[src/rtl/persiana_pkg.sv]
// Shared level codes, controller state type and counter sizing helper
// for the blind motor controller.
package persiana_pkg;

   localparam logic [1:0] LVL_CERRADO = 2'b00;
   localparam logic [1:0] LVL_MEDIO   = 2'b01;
   localparam logic [1:0] LVL_ABIERTO = 2'b10;
   localparam logic [1:0] LVL_INVALID = 2'b11;

   typedef enum logic [2:0] {
      ST_IDLE,
      ST_MOVE_UP,
      ST_MOVE_DOWN,
      ST_DEAD,
      ST_FAULT
   } persiana_state_e;

   // Width wide enough to hold the larger of two cycle counts.
   function automatic int cnt_width(input int a, input int b);
      return (a > b) ? $clog2(a) + 1 : $clog2(b) + 1;
   endfunction

endpackage

[src/rtl/persiana_motor_ctrl_if.sv]
// Request, limit-switch and motor-driver signals of the blind controller.
// The master side issues requests and senses limits; the slave is the controller.
interface persiana_motor_ctrl_if;

   logic       req_man_valid;
   logic [1:0] req_man_level;
   logic       req_auto_valid;
   logic [1:0] req_auto_level;
   logic       lim_top;
   logic       lim_bot;
   logic       mot_up;
   logic       mot_down;
   logic [1:0] pos;
   logic       busy;
   logic       done;
   logic       fault;

   modport master (
      output req_man_valid, req_man_level, req_auto_valid, req_auto_level,
      output lim_top, lim_bot,
      input  mot_up, mot_down, pos, busy, done, fault
   );

   modport slave (
      input  req_man_valid, req_man_level, req_auto_valid, req_auto_level,
      input  lim_top, lim_bot,
      output mot_up, mot_down, pos, busy, done, fault
   );

endinterface

[src/rtl/persiana_cnt.sv]
// Loadable down-counter that saturates at zero and flags when it is empty.
module persiana_cnt #(
   parameter int WIDTH = 8
) (
   input  logic             clk,
   input  logic             rst,
   input  logic             load,
   input  logic [WIDTH-1:0] load_val,
   input  logic             dec,
   output logic             zero
);

   logic [WIDTH-1:0] count_q;
   logic [WIDTH-1:0] count_d;

   always_comb begin
      count_d = count_q;
      if (load) begin
         count_d = load_val;
      end else if (dec && (count_q != '0)) begin
         count_d = count_q - WIDTH'(1);
      end
   end

   always_ff @(posedge clk or posedge rst) begin
      if (rst) begin
         count_q <= '0;
      end else begin
         count_q <= count_d;
      end
   end

   assign zero = (count_q == '0);

endmodule

[src/rtl/persiana_motor_ctrl.sv]
// Blind motor sequencer: arbitrates manual/auto level requests, times the
// per-level travel, inserts dead-time between moves and watches the limit switches.
module persiana_motor_ctrl
   import persiana_pkg::*;
#(
   parameter int STEP_CYCLES     = 1000,
   parameter int DEAD_CYCLES     = 16,
   parameter int MAN_HOLD_CYCLES = 5000
) (
   input logic                  reloj,
   input logic                  reset,
   persiana_motor_ctrl_if.slave bus
);

   localparam int STEP_W = cnt_width(STEP_CYCLES, DEAD_CYCLES);
   localparam int HOLD_W = cnt_width(MAN_HOLD_CYCLES, 1);

   // The step/dead counter is loaded with N-1 so that its zero flag marks the
   // last cycle of an N-cycle interval.
   localparam logic [STEP_W-1:0] STEP_LOAD = STEP_W'(STEP_CYCLES - 1);
   localparam logic [STEP_W-1:0] DEAD_LOAD = STEP_W'(DEAD_CYCLES - 1);
   localparam logic [HOLD_W-1:0] HOLD_LOAD = HOLD_W'(MAN_HOLD_CYCLES);

   persiana_state_e state_q;
   persiana_state_e state_d;
   logic [1:0]      pos_q;
   logic [1:0]      pos_d;
   logic [1:0]      target_q;
   logic [1:0]      target_d;
   logic            done_q;
   logic            done_d;

   logic              step_load;
   logic [STEP_W-1:0] step_val;
   logic              step_zero;
   logic              hold_load;
   logic              hold_zero;

   logic       man_ok;
   logic       auto_ok;
   logic [1:0] req_lvl;
   logic       moving_up;
   logic [1:0] eff_target;
   logic [1:0] pos_next;

   assign man_ok  = bus.req_man_valid && (bus.req_man_level != LVL_INVALID);
   assign auto_ok = bus.req_auto_valid && (bus.req_auto_level != LVL_INVALID) && hold_zero;

   persiana_cnt #(.WIDTH(STEP_W)) u_step_cnt (
      .clk      (reloj),
      .rst      (reset),
      .load     (step_load),
      .load_val (step_val),
      .dec      (1'b1),
      .zero     (step_zero)
   );

   persiana_cnt #(.WIDTH(HOLD_W)) u_hold_cnt (
      .clk      (reloj),
      .rst      (reset),
      .load     (hold_load),
      .load_val (HOLD_LOAD),
      .dec      (1'b1),
      .zero     (hold_zero)
   );

   always_comb begin
      state_d    = state_q;
      pos_d      = pos_q;
      target_d   = target_q;
      done_d     = 1'b0;
      step_load  = 1'b0;
      step_val   = STEP_LOAD;
      hold_load  = 1'b0;
      req_lvl    = man_ok ? bus.req_man_level : bus.req_auto_level;
      moving_up  = (state_q == ST_MOVE_UP);
      eff_target = target_q;
      pos_next   = moving_up ? (pos_q + 2'd1) : (pos_q - 2'd1);

      if (bus.lim_top && bus.lim_bot) begin
         state_d = ST_FAULT;
      end else begin
         case (state_q)
            ST_IDLE: begin
               if (man_ok || auto_ok) begin
                  hold_load = man_ok;
                  if (req_lvl == pos_q) begin
                     done_d = 1'b1;
                  end else begin
                     target_d  = req_lvl;
                     step_load = 1'b1;
                     step_val  = STEP_LOAD;
                     state_d   = (req_lvl > pos_q) ? ST_MOVE_UP : ST_MOVE_DOWN;
                  end
               end
            end

            ST_MOVE_UP, ST_MOVE_DOWN: begin
               if (moving_up ? bus.lim_top : bus.lim_bot) begin
                  pos_d     = moving_up ? LVL_ABIERTO : LVL_CERRADO;
                  target_d  = moving_up ? LVL_ABIERTO : LVL_CERRADO;
                  state_d   = ST_DEAD;
                  step_load = 1'b1;
                  step_val  = DEAD_LOAD;
               end else if (man_ok && ((bus.req_man_level == pos_q) ||
                                       ((bus.req_man_level > pos_q) != moving_up))) begin
                  // Stop or reversal: the new target is picked up after the dead time.
                  hold_load = 1'b1;
                  target_d  = bus.req_man_level;
                  state_d   = ST_DEAD;
                  step_load = 1'b1;
                  step_val  = DEAD_LOAD;
               end else begin
                  if (man_ok) begin
                     hold_load  = 1'b1;
                     target_d   = bus.req_man_level;
                     eff_target = bus.req_man_level;
                  end
                  if (step_zero) begin
                     pos_d     = pos_next;
                     step_load = 1'b1;
                     if (pos_next == eff_target) begin
                        state_d  = ST_DEAD;
                        step_val = DEAD_LOAD;
                     end else begin
                        step_val = STEP_LOAD;
                     end
                  end
               end
            end

            ST_DEAD: begin
               if (step_zero) begin
                  if (target_q != pos_q) begin
                     state_d   = (target_q > pos_q) ? ST_MOVE_UP : ST_MOVE_DOWN;
                     step_load = 1'b1;
                     step_val  = STEP_LOAD;
                  end else begin
                     state_d = ST_IDLE;
                     done_d  = 1'b1;
                  end
               end
            end

            ST_FAULT: begin
               state_d = ST_FAULT;
            end

            default: begin
               state_d = ST_IDLE;
            end
         endcase
      end
   end

   always_ff @(posedge reloj or posedge reset) begin
      if (reset) begin
         state_q  <= ST_IDLE;
         pos_q    <= LVL_CERRADO;
         target_q <= LVL_CERRADO;
         done_q   <= 1'b0;
      end else begin
         state_q  <= state_d;
         pos_q    <= pos_d;
         target_q <= target_d;
         done_q   <= done_d;
      end
   end

   assign bus.mot_up   = (state_q == ST_MOVE_UP);
   assign bus.mot_down = (state_q == ST_MOVE_DOWN);
   assign bus.pos      = pos_q;
   assign bus.busy     = (state_q != ST_IDLE);
   assign bus.done     = done_q;
   assign bus.fault    = (state_q == ST_FAULT);

endmodule

[src/flat_wrapper.sv]
// flat-port wrapper written by rule: the top's interface ports become plain ports
module persiana_motor_ctrl_flat import persiana_pkg::*;
#(
   parameter int STEP_CYCLES     = 1000,
   parameter int DEAD_CYCLES     = 16,
   parameter int MAN_HOLD_CYCLES = 5000
)
  (reloj, reset, bus_req_man_valid, bus_req_man_level, bus_req_auto_valid, bus_req_auto_level, bus_lim_top, bus_lim_bot, bus_mot_up, bus_mot_down, bus_pos, bus_busy, bus_done, bus_fault);
  persiana_motor_ctrl_if bus_i ();
  input logic reloj;
  input logic reset;
  input wire logic [$bits(bus_i.req_man_valid)-1:0] bus_req_man_valid;
  input wire logic [$bits(bus_i.req_man_level)-1:0] bus_req_man_level;
  input wire logic [$bits(bus_i.req_auto_valid)-1:0] bus_req_auto_valid;
  input wire logic [$bits(bus_i.req_auto_level)-1:0] bus_req_auto_level;
  input wire logic [$bits(bus_i.lim_top)-1:0] bus_lim_top;
  input wire logic [$bits(bus_i.lim_bot)-1:0] bus_lim_bot;
  output wire logic [$bits(bus_i.mot_up)-1:0] bus_mot_up;
  output wire logic [$bits(bus_i.mot_down)-1:0] bus_mot_down;
  output wire logic [$bits(bus_i.pos)-1:0] bus_pos;
  output wire logic [$bits(bus_i.busy)-1:0] bus_busy;
  output wire logic [$bits(bus_i.done)-1:0] bus_done;
  output wire logic [$bits(bus_i.fault)-1:0] bus_fault;
  assign bus_i.req_man_valid = bus_req_man_valid;
  assign bus_i.req_man_level = bus_req_man_level;
  assign bus_i.req_auto_valid = bus_req_auto_valid;
  assign bus_i.req_auto_level = bus_req_auto_level;
  assign bus_i.lim_top = bus_lim_top;
  assign bus_i.lim_bot = bus_lim_bot;
  assign bus_mot_up = bus_i.mot_up;
  assign bus_mot_down = bus_i.mot_down;
  assign bus_pos = bus_i.pos;
  assign bus_busy = bus_i.busy;
  assign bus_done = bus_i.done;
  assign bus_fault = bus_i.fault;
  persiana_motor_ctrl #(.STEP_CYCLES(STEP_CYCLES), .DEAD_CYCLES(DEAD_CYCLES), .MAN_HOLD_CYCLES(MAN_HOLD_CYCLES)) u_core (.reloj(reloj), .reset(reset), .bus(bus_i));
endmodule
[config.mk]
export PLATFORM = sky130hd
export DESIGN_NAME = persiana_motor_ctrl_flat
export DESIGN_NICKNAME = d
export VERILOG_FILES = /design/src/rtl/persiana_pkg.sv /design/src/rtl/persiana_motor_ctrl_if.sv /design/src/rtl/persiana_cnt.sv /design/src/rtl/persiana_motor_ctrl.sv /design/src/flat_wrapper.sv
export SDC_FILE = /design/constraint.sdc
export NUM_CORES = 1
export LEC_CHECK = 0
export ABC_AREA = 1
export ABC_CLOCK_PERIOD_IN_PS = 5100
export CAP_MARGIN = 5
export CORE_MARGIN = 10
export CORE_UTILIZATION = 60
export CTS_CLUSTER_DIAMETER = 200
export DETAILED_ROUTE_END_ITERATION = 7
export GPL_TIMING_DRIVEN = 0
export PLACE_DENSITY = 0.92
export SLEW_MARGIN = 20
export SYNTH_ARGS = -nofsm -noshare
export SYNTH_HDL_FRONTEND = slang
export SYNTH_SLANG_ARGS = --single-unit
[constraint.sdc]
create_clock -name reloj -period 5.1 [get_ports reloj]
set_input_delay 1.53 -clock reloj [delete_from_list [all_inputs] [get_ports reloj]]
set_output_delay 1.53 -clock reloj [all_outputs]
set_load 0.01 [all_outputs]
After elaboration in Yosys (flattened, before gate mapping)
Index checks and enable logic that the tools add are counted.
{"block": "word_totals", "regBits": 33, "in_bits": 10, "output_inout_bits": 7}
{"block": "classes", "add_sub_neg": 4, "n_lt_le_gt_ge": 3, "eq_ne": 19, "n_mux": 60, "n_bitwise": 1, "reduce_logical": 21}
{"operator": "2-to-1 mux 11 bit", "count": 7}
{"operator": "2-to-1 mux 2 bit", "count": 17}
{"operator": "2-to-1 mux 14 bit", "count": 2}
{"operator": "2-to-1 mux 3 bit", "count": 9}
{"operator": "2-to-1 mux 1 bit", "count": 19}
{"operator": "logical NOT 14 bit", "count": 1}
{"operator": "nonzero test 14 bit", "count": 1}
{"operator": "subtractor 14 x 1 -> 14 bit (second input constant)", "count": 1}
{"operator": "one-hot mux 3 bit (4 select lines)", "count": 1}
{"operator": "logical NOT 11 bit", "count": 1}
{"operator": "nonzero test 11 bit", "count": 1}
{"operator": "subtractor 11 x 1 -> 11 bit (second input constant)", "count": 1}
{"operator": "2-to-1 mux 10 bit", "count": 1}
{"operator": "inequality test 5 x 1 -> 1 bit (second input constant)", "count": 2}
{"operator": "AND reduction 4 bit", "count": 2}
{"operator": "nonzero test 2 bit", "count": 4}
{"operator": "== test 2 bit", "count": 3}
{"operator": "== test 3 x 2 -> 1 bit (second input constant)", "count": 2}
{"operator": "greater-than comparator 2 bit", "count": 3}
{"operator": "inequality test 2 bit (second input constant)", "count": 3}
{"operator": "inequality test 3 x 1 -> 1 bit (second input constant)", "count": 2}
{"operator": "logical AND 1 bit", "count": 5}
{"operator": "AND reduction 5 bit", "count": 1}
{"operator": "inequality test 2 x 1 -> 1 bit (second input constant)", "count": 2}
{"operator": "other kinds (15)", "count": 17}

Depth between registers and ports, before layout
Gate-level depths: netlist (run 1).
{"block": "depth", "ltp_word": 16, "mapped_depth": 16, "depth_no_buf": 16}

Modules after synthesis
A second synthesis (run 1) with hierarchy kept.
{"block": "unflattened", "cells_unflattened": 449, "area_unflattened_um2": 2820.2}
{"mod": "persiana_cnt at u_core.u_hold_cnt", "instances": 1, "cells_per_inst": 170, "area_per_inst_um2": 1114.8}
{"mod": "persiana_motor_ctrl", "instances": 1, "cells_per_inst": 158, "area_per_inst_um2": 904.6}
{"mod": "persiana_cnt at u_core.u_step_cnt", "instances": 1, "cells_per_inst": 121, "area_per_inst_um2": 800.8}

Least setup slack after synthesis (run 1)
No wires, ideal clock.
{"block": "synth_path", "kind": "input port to flip-flop", "from": "input port bus_req_man_level[1]", "to": "register u_core.state_q[1]", "arrival_ns": 2.948, "slack_ns": 2.035, "cell_stages": 14, "path_cell_list": "nand2_1 nand2_1 inv_1 o21ai_0 inv_1 ha_1 nand2_1 nand2_1 nand2_1 nor2_1 nor2_2 nand2_1 nand2_1 nand2_1"}
{"block": "synth_between", "elab_chain_len": 10, "word_cells_on_any_way": 29, "classes_between": "2 x order compare; 9 x eq/ne; 13 x mux; 5 x reduce/logical"}
{"item": "from (decl)", "line": "flat_wrapper.sv:13", "rtl": "input wire logic [$bits(bus_i.req_man_level)-1:0] bus_req_man_level;"}
{"item": "inequality test 2 bit", "line": "persiana_motor_ctrl.sv:46", "rtl": "assign man_ok = bus.req_man_valid && (bus.req_man_level != LVL_INVALID);"}
{"item": "logical AND 1 bit", "line": "persiana_motor_ctrl.sv:46"}
{"item": "2-to-1 mux 2 bit", "line": "persiana_motor_ctrl.sv:114", "rtl": "if (man_ok) begin"}
{"item": "2-to-1 mux 2 bit", "line": "persiana_motor_ctrl.sv:105", "rtl": "end else if (man_ok && ((bus.req_man_level == pos_q) ||"}
{"item": "2-to-1 mux 2 bit", "line": "persiana_motor_ctrl.sv:99", "rtl": "if (moving_up ? bus.lim_top : bus.lim_bot) begin"}
{"item": "2-to-1 mux 2 bit", "line": "persiana_motor_ctrl.sv:83", "rtl": "case (state_q)"}
{"item": "2-to-1 mux 2 bit", "line": "persiana_motor_ctrl.sv:80", "rtl": "if (bus.lim_top && bus.lim_bot) begin"}
{"item": "== test 2 bit", "line": "persiana_motor_ctrl.sv:122", "rtl": "if (pos_next == eff_target) begin"}
{"item": "inequality test 5 x 1 -> 1 bit (no source line)"}
{"item": "AND reduction 5 bit (no source line)"}
{"item": "to (signal assigned)", "line": "persiana_motor_ctrl.sv:163", "rtl": "state_q <= state_d;"}
{"item": "to (decl)", "line": "persiana_motor_ctrl.sv:24", "rtl": "persiana_state_e state_q;"}
Parallel ways exist; a longest one is shown, timed or not. The select of a mux whose other input is x is not followed.
A chain may end at the register's enable or synchronous reset.

Worst setup path after layout (run 1)
{"block": "layout_path", "from": "input port bus_req_man_level[1]", "to": "register u_core.state_q[0]"}
The elaborated chain is that of the path after synthesis.

==> impl_results.md, run 1 <==
* Status: complete, no violations
* IO Pins at 17
* Initial antenna violation count at 0
* Pre-CTS setup slack at about 1200 ps
* Final period util at a little under three quarters
* Crit path time final at between 3000 and 4000 ps
* CP startpoint kind: input port
* Rows at 22
* Critical path depth in cells at 14
* Inserted Diodes at 0
* Cell count after synthesis at roughly 340
* PD cells at between 500 and 600 nW/um^2
* Largest cells by area after synthesis: dfrtp_1, nand2_1, inv_1
* Htree depth at 2
* CTS Buf Count at 5
* Worst reg2reg path depth at 14
* DR vias at between 2k and 2.5k
* WL per Instance at between 10 and 15 um
* Synth warn at 0
* Post-layout nets at 380
* # resized after CTS at 0
* Required time worst endpoint at 5340 ps
* DRT Wirelength at approximately 5000 um
* Setup TNS at 0 ps
* Distinct cells, synth at 32
* Gr usage total at around 15%
* CTS Sinks at 33
* Slowest Stage Delay on Critical Path at roughly 530 ps
* Vias per cell at about 5.3
* Number of setup buffers added after CTS at 0
* Mapped Area at roughly 2400 um^2
* First-pass GRT wire length at approximately 9100 um
* Syn Nets at 357
* Final Hold Viols at 0
* CORE AREA at ~3700 um^2
* Flops & latches, synth at 33
* IO buf count at 16
* Worst EP arrival at 3860 ps
* CP Class: in2reg
* Setup ws final at between 1000 and 1500 ps
* Synth area leader: dfrtp_1
* Layout Skew at 12.0 ps
* Maximum resistive drop on vdd at 331 uV
* R2R Setup Slk at between 3000 and 4000 ps
* Delay-heaviest family, CP: simple AND/OR/NAND/NOR gates
* Via count of the first global-routing pass at 2152
* DR pass1 iterations at 5
* Final ANT Viol Nets at 0
* Synth Area per Inst at 7.08 um^2
* Later-pin clock latency in the skew report at 290 ps
* Reg-to-reg critical path endpoint: u_core.u_step_cnt.count_q[3]$_DFFE_PP0P_
* Layout cells sized above 1 at about an eighth
* Crit-path max FO at 7
* CP endpoint kind: register
* Max_cap viols at 0
* Post-synth top area share at about 35%
* Root buf cell: clkbuf_8
* Static leakage at about 1.4 nW
* Area occupied by multi-input gates at 1350 um^2
* Initial Util at 63.8%
* Synth-to-layout area growth at 14.8%
* GR Overflow Total at 0
* CTS tree: built
* DRT iter0 DRCs at 134
* Max-slew violations at 0
* Sequential area share after synthesis at roughly 35%
* Worst Hold Class: reg2reg
* Slew @ Worst Pin at 666 ps
* Cts hold-fix bufs at 0
* CP max stage cell: clkdlybuf4s50_1
* Critical Path End: u_core.state_q[0]$_DFFE_PP0P_
* Fmax at between 200 and 300 MHz
* Reg area at 826 um^2
* Die footprint at roughly 7000 um^2
* Placer Congestion at 0.880
* RSZ-0062 raised after global routing: no
* Top cell by count, worst path: nand2_1
* Die Width at between 80 and 90 um
* Critical path launch point: bus_req_man_level[1]
* CP cell instances: clkdlybuf4s50_1, nand2_1, nand2_1, inv_1, o21ai_0, inv_1, ha_1, nand2_1, o21ai_0, nor2_1, nor2_1, nor2_1, nand3_1, nand2_1
* Headroom to the max-slew limit at between 50% and 60%
* Maximum clock path buffer count at 2
* Setup violators final at 0
* Die Ht at 83.1 um
* # fillers at 309
* Worst path bufs/invs at 3
* Critical R2R Launch: u_core.bus.pos[1]$_DFFE_PP0P_
* Clock slew at reported path FFs at roughly 80 ps
* DPL Wire Length at roughly 4000 um
* DRC viols at 0
* Largest net degree at the start of global routing at 34
[layer usage]
layer | GRT usage (%) | vias to the layer above | routed length, um
met3 | 3.52 | 11 | 215
li1 | - | 1116 | -
met1 | 17.3 | 1001 | 2200
met5 | 0 | - | 0
met4 | 6.15 | 0 | 105
met2 | 26.0 | 47 | 2510
[worst reg2reg max path: stages, from the launching register on]
cell and delay, ps:
dfrtp_1 410, inv_1 190, ha_1 290, a21oi_1 160, nand2_1 60, nand2_1 70
nand2_2 70, nand2_1 80, nand3_1 100, nand2_2 90, nand2_4 70, nand2_4 130
o21ai_1 90, nand2_1 60, inv_1 40
[synth_stat cells]
cell type / number
nand2_1: 79
inv_1: 50
nor2_1: 44
dfrtp_1: 33
nand3_1: 20
a21oi_1: 15
o21ai_0: 14
ha_1: 10
nand2_2: 9
o21ai_1: 8
xor2_1: 7
nor2_2: 5
inv_2: 4
nand2_4: 4
nand4_1: 4
nor3_1: 4
xnor2_1: 4
nand3_2: 3
a31oi_1: 2
nand3b_1: 2
nor2_4: 2
nor4_1: 2
o21ai_4: 2
o31ai_1: 2
a211oi_1: 1
a21o_1: 1
a21oi_4: 1
a22oi_1: 1
inv_4: 1
nand3b_2: 1
nor3_2: 1
o22ai_1: 1
[stage by stage]
stage          util [%]  cells  total power (W)  hold WS [ps]  instance area (um^2)
2_1_floorplan         -    337          0.00103           466                  2390
3_3_place_gp       69.7    401          0.00118           481                  2610
3_5_place_dp       69.7    401          0.00122           519                  2610
4_1_cts            73.2    409          0.00152           534                  2740
5_1_grt            73.2    409          0.00167           572                  2740
6_report           73.2    409          0.00152           534                  2740
[final cells by class]
type / instances / area share [%]
sequential: 33 / 30.1
clock inverter: 3 / 2.37
timing repair buffer: 16 / 5.84
multi-input combinational: 249 / 49.3
tap: 48 / 2.19
inverter: 55 / 7.62
clock buffer: 5 / 2.51
[how the worst min path moves through the flow]
stage | from | end | slack [ps] | cells after the start
4_1_cts | register | register | 530 | 2
3_3_place_gp | u_core.u_step_cnt.count_q[0]$_DFFE_PP0P_ | u_core.u_step_cnt.count_q[0]$_DFFE_PP0P_ | 480 | 2
6_report | u_core.u_step_cnt.count_q[0]$_DFFE_PP0P_ | u_core.u_step_cnt.count_q[0]$_DFFE_PP0P_ | 530 | 2
5_1_grt | u_core.u_step_cnt.count_q[0]$_DFFE_PP0P_ | u_core.u_step_cnt.count_q[0]$_DFFE_PP0P_ | 570 | 2
2_1_floorplan | u_core.u_step_cnt.count_q[0]$_DFFE_PP0P_ | u_core.u_step_cnt.count_q[0]$_DFFE_PP0P_ | 470 | 2
3_5_place_dp | register | register | 520 | 2
[power breakdown]
part | internal [W] | switching (W) | leakage (nW)
Clock | 0.000194 | 0.0000991 | 0.0681
Combinational | 0.000295 | 0.000462 | 0.924
Sequential | 0.000364 | 0.000104 | 0.397
[registers in the layout (all words and copies together) (netlist names), named ones only]
name                       cells
u_core.bus.done                1
u_core.target_q                1
u_core.u_hold_cnt.count_q     14
u_core.state_q                 3
u_core.u_step_cnt.count_q     11
u_core.bus.pos                 2
[cell usage in the layout, fill, tap and decap left out, types with 2 or more instances in the layout]
cell type / synthesis / routed
inv_2: 4 / 5
clkdlybuf4s50_1: 0 / 16
nand2_1: 79 / 79
nor3_1: 4 / 4
xor2_1: 7 / 7
ha_1: 10 / 10
o21ai_1: 8 / 8
nand3b_1: 2 / 2
nand3_2: 3 / 3
o21ai_4: 2 / 2
o21ai_0: 14 / 14
nand4_1: 4 / 4
xnor2_1: 4 / 4
nor2_2: 5 / 5
a31oi_1: 2 / 2
o31ai_1: 2 / 2
nand2_4: 4 / 4
nand2_2: 9 / 9
nor2_4: 2 / 2
bufinv_16: 0 / 2
nand3_1: 20 / 20
nor4_1: 2 / 2
dfrtp_1: 33 / 33
nor2_1: 44 / 44
inv_1: 50 / 49
a21oi_1: 15 / 15
clkbuf_8: 0 / 5
[logic make-up (layout without fill, tap and decap cells)]
group | after synthesis | count (layout) | share of synthesized area, %
XOR/XNOR | 11 | 11 | 4.04
flip-flops | 33 | 33 | 34.6
AND/OR/NAND/NOR | 180 | 180 | 35.2
adder cells (fa/ha/maj) | 10 | 10 | 5.24
buffers and inverters | 55 | 79 | 8.75
AO/OA/AOI/OAI | 48 | 48 | 12.2
(Power assumes the default switching activity.)
==> inputs of run 2 (changes only) <==
- ABC_CLOCK_PERIOD_IN_PS: 5100 -> 3000
- CORE_UTILIZATION: 60 -> 53
- PLACE_DENSITY: 0.92 -> 0.87
- clock period: 5.1 -> 3 ns (I/O delays scaled with it)
==> run 2 against run 1 <==
Die area up 10%. Setup slack lost 1300 ps. Clock skew is 10 ps lower. Wire length decreased by 1.4%.
==> impl_results.md, run 2 (synthesized netlist as in run 1, its figures left out) <==
* Status: complete, no violations
* CP Class: in2reg
* Sw Ratio at approximately 44%
* PD cells at 918 nW/um^2
* Slew @ Worst Pin at approximately 660 ps
* Crit path time final at between 2000 and 3000 ps
* First-pass GRT wire length at around 9000 um
* Headroom to the max-slew limit at between 50% and 60%
* Die footprint at between 7000 and 8000 um^2
* Final period util at ~94%
* Max-slew violations at 0
* IO buf count at 16
* Setup ws final at between 150 and 200 ps
* Pre-CTS setup slack at -257 ps
* Synth-to-layout area growth at 14.4%
* Critical path launch point: bus_req_man_level[1]
* CTS Buf Count at 5
* CP startpoint kind: input port
* Layout Skew at approximately 1.9 ps
* CORE AREA at 4350 um^2
* Hold Path Origin: u_core.u_step_cnt.count_q[0]$_DFFE_PP0P_
* Initial Util at a little over half
* Worst EP arrival at 2990 ps
* Reg-to-reg critical path endpoint: u_core.u_step_cnt.count_q[3]$_DFFE_PP0P_
* R2R Setup Slk at 1000 ps
* Later-pin clock latency in the skew report at 290 ps
* WL met2 at between 2000 and 2500 um
* Hold depth at 2
* Root buf cell: clkbuf_8
* Pint at about 0.0014 W
* Die Ht at 87.1 um
* Clock share of power at between 10% and 20%
* Top cell by count, worst path: nand2_1
* Maximum resistive drop on vdd at slightly below 500 uV
* Number of setup buffers added after CTS at 0
* Sequential Power Share at around a third
* Placer Congestion at roughly 0.89
* CP endpoint kind: register
* Slowest Stage Delay on Critical Path at between 500 and 600 ps
* Setup TNS at 0 ps
* Most common cell after layout, fill and taps aside: nand2_1
* Cts hold-fix bufs at 0
* Critical R2R Launch: u_core.bus.pos[1]$_DFFE_PP0P_
* WL per Instance at between 10 and 15 um
* Largest Register: u_core.u_hold_cnt.count_q
* Final ANT Viol Nets at 0
* Htree depth at 2
* Rows at 24
* IO Pins at 17
* DR pass1 iterations at 4
* DPL Wire Length at roughly 3800 um
* Clock slew at reported path FFs at approximately 70 ps
* CP max stage cell: clkdlybuf4s50_1
* Post-layout nets at between 300 and 400
* Worst reg2reg path depth at 14
* Initial antenna violation count at 0
* Metal-1 WL at 2190 um
* Setup violators final at 0
* CP cell instances: clkdlybuf4s50_1, nand2_1, nand2_2, inv_2, o21ai_1, inv_1, ha_1, nand2_1, nand2_1, nand2_1, o21ai_1, nor2_1, nand2_1, nand2_1
* Most frequent cells in the layout: nand2_1, inv_1, nor2_1
* Maximum clock path buffer count at 2
* Max_cap viols at 0
* Fmax at about 360 MHz
* Max layer used: met4
* # resized after CTS at 0
* Final Hold Viols at 0
* DR vias at around 2.2k
* Vias per cell at roughly 5.2
* Gr usage total at 13.9%
* Crit-path max FO at 7
* Layout cells sized above 1 at a little under an eighth
* DRT iter0 DRCs at around 120
* Required time worst endpoint at around 3200 ps
* Die Width at 87.1 um
* Switch Pwr at 0.00111 W
* Metal3 WL at approximately 260 um
* Worst Hold Class: reg2reg
* Via count of the first global-routing pass at roughly 2.1k
* Largest net degree at the start of global routing at 34
* DRC viols at 0
* GR Overflow Total at 0
* Static leakage at between 1 and 1.5 nW
* Comb pwr share at between 50% and 60%
* CTS tree: built
* Largest regs: u_core.u_hold_cnt.count_q (14), u_core.u_step_cnt.count_q (11), u_core.state_q (3)
* DRT Wirelength at approximately 5000 um
* Inserted Diodes at 0
* CTS Sinks at 33
* Max reg flops at 14
[run 2: power groups by stage]
stage / Clock, W / Combinational (W) / Sequential [W]
6_report: 0.000433 / 0.00127 / 0.000799
3_3_place_gp: 0 / 0.00121 / 0.000794
3_5_place_dp: 0 / 0.00127 / 0.000805
4_1_cts: 0.000441 / 0.00128 / 0.000798
5_1_grt: 0.000452 / 0.00149 / 0.000822
2_1_floorplan: 0 / 0.000981 / 0.000767
[run 2: worst min-delay path by stage]
stage	end	slack (ps)
floorplan	u_core.u_step_cnt.count_q[0]$_DFFE_PP0P_	470
global placement	u_core.u_step_cnt.count_q[0]$_DFFE_PP0P_	480
detailed placement	u_core.u_step_cnt.count_q[0]$_DFFE_PP0P_	490
CTS	u_core.u_step_cnt.count_q[0]$_DFFE_PP0P_	510
global route	u_core.u_step_cnt.count_q[0]$_DFFE_PP0P_	550
finish	u_core.u_step_cnt.count_q[0]$_DFFE_PP0P_	500
[run 2: final cells by class]
type | count | area, um^2
inverters | 55 | 209
well taps | 52 | 65.1
repair buffers | 16 | 160
fillers | 386 | 1620
multi-input cells | 249 | 1360
flip-flops and latches | 33 | 826
clock buffers | 7 | 86.3
clock inverters | 1 | 30.0
[run 2: metrics by stage]
step           cells  total power (W)  hold WS (ps)  instance area [um^2]  utilization, %
2_1_floorplan    337          0.00175           466                  2390               -
3_3_place_gp     405          0.00200           481                  2610            60.0
3_5_place_dp     405          0.00207           489                  2610            60.0
4_1_cts          413          0.00252           506                  2730            62.7
5_1_grt          413          0.00277           547                  2730            62.7
6_report         413          0.00251           501                  2730            62.7
[run 2: worst max-delay path: cells and delay by family]
family	cells	cell delay [ps]
AOI/OAI and AO/OA	2	370
adders and majority gates	1	260
buffers and inverters	3	690
and+or+nand+nor	8	740
[run 2: metal layers]
layer	vias to the layer above	track usage [%]
li1	1119	-
met1	987	16.0
met2	44	24.4
met3	11	3.28
met4	0	5.07
met5	-	0
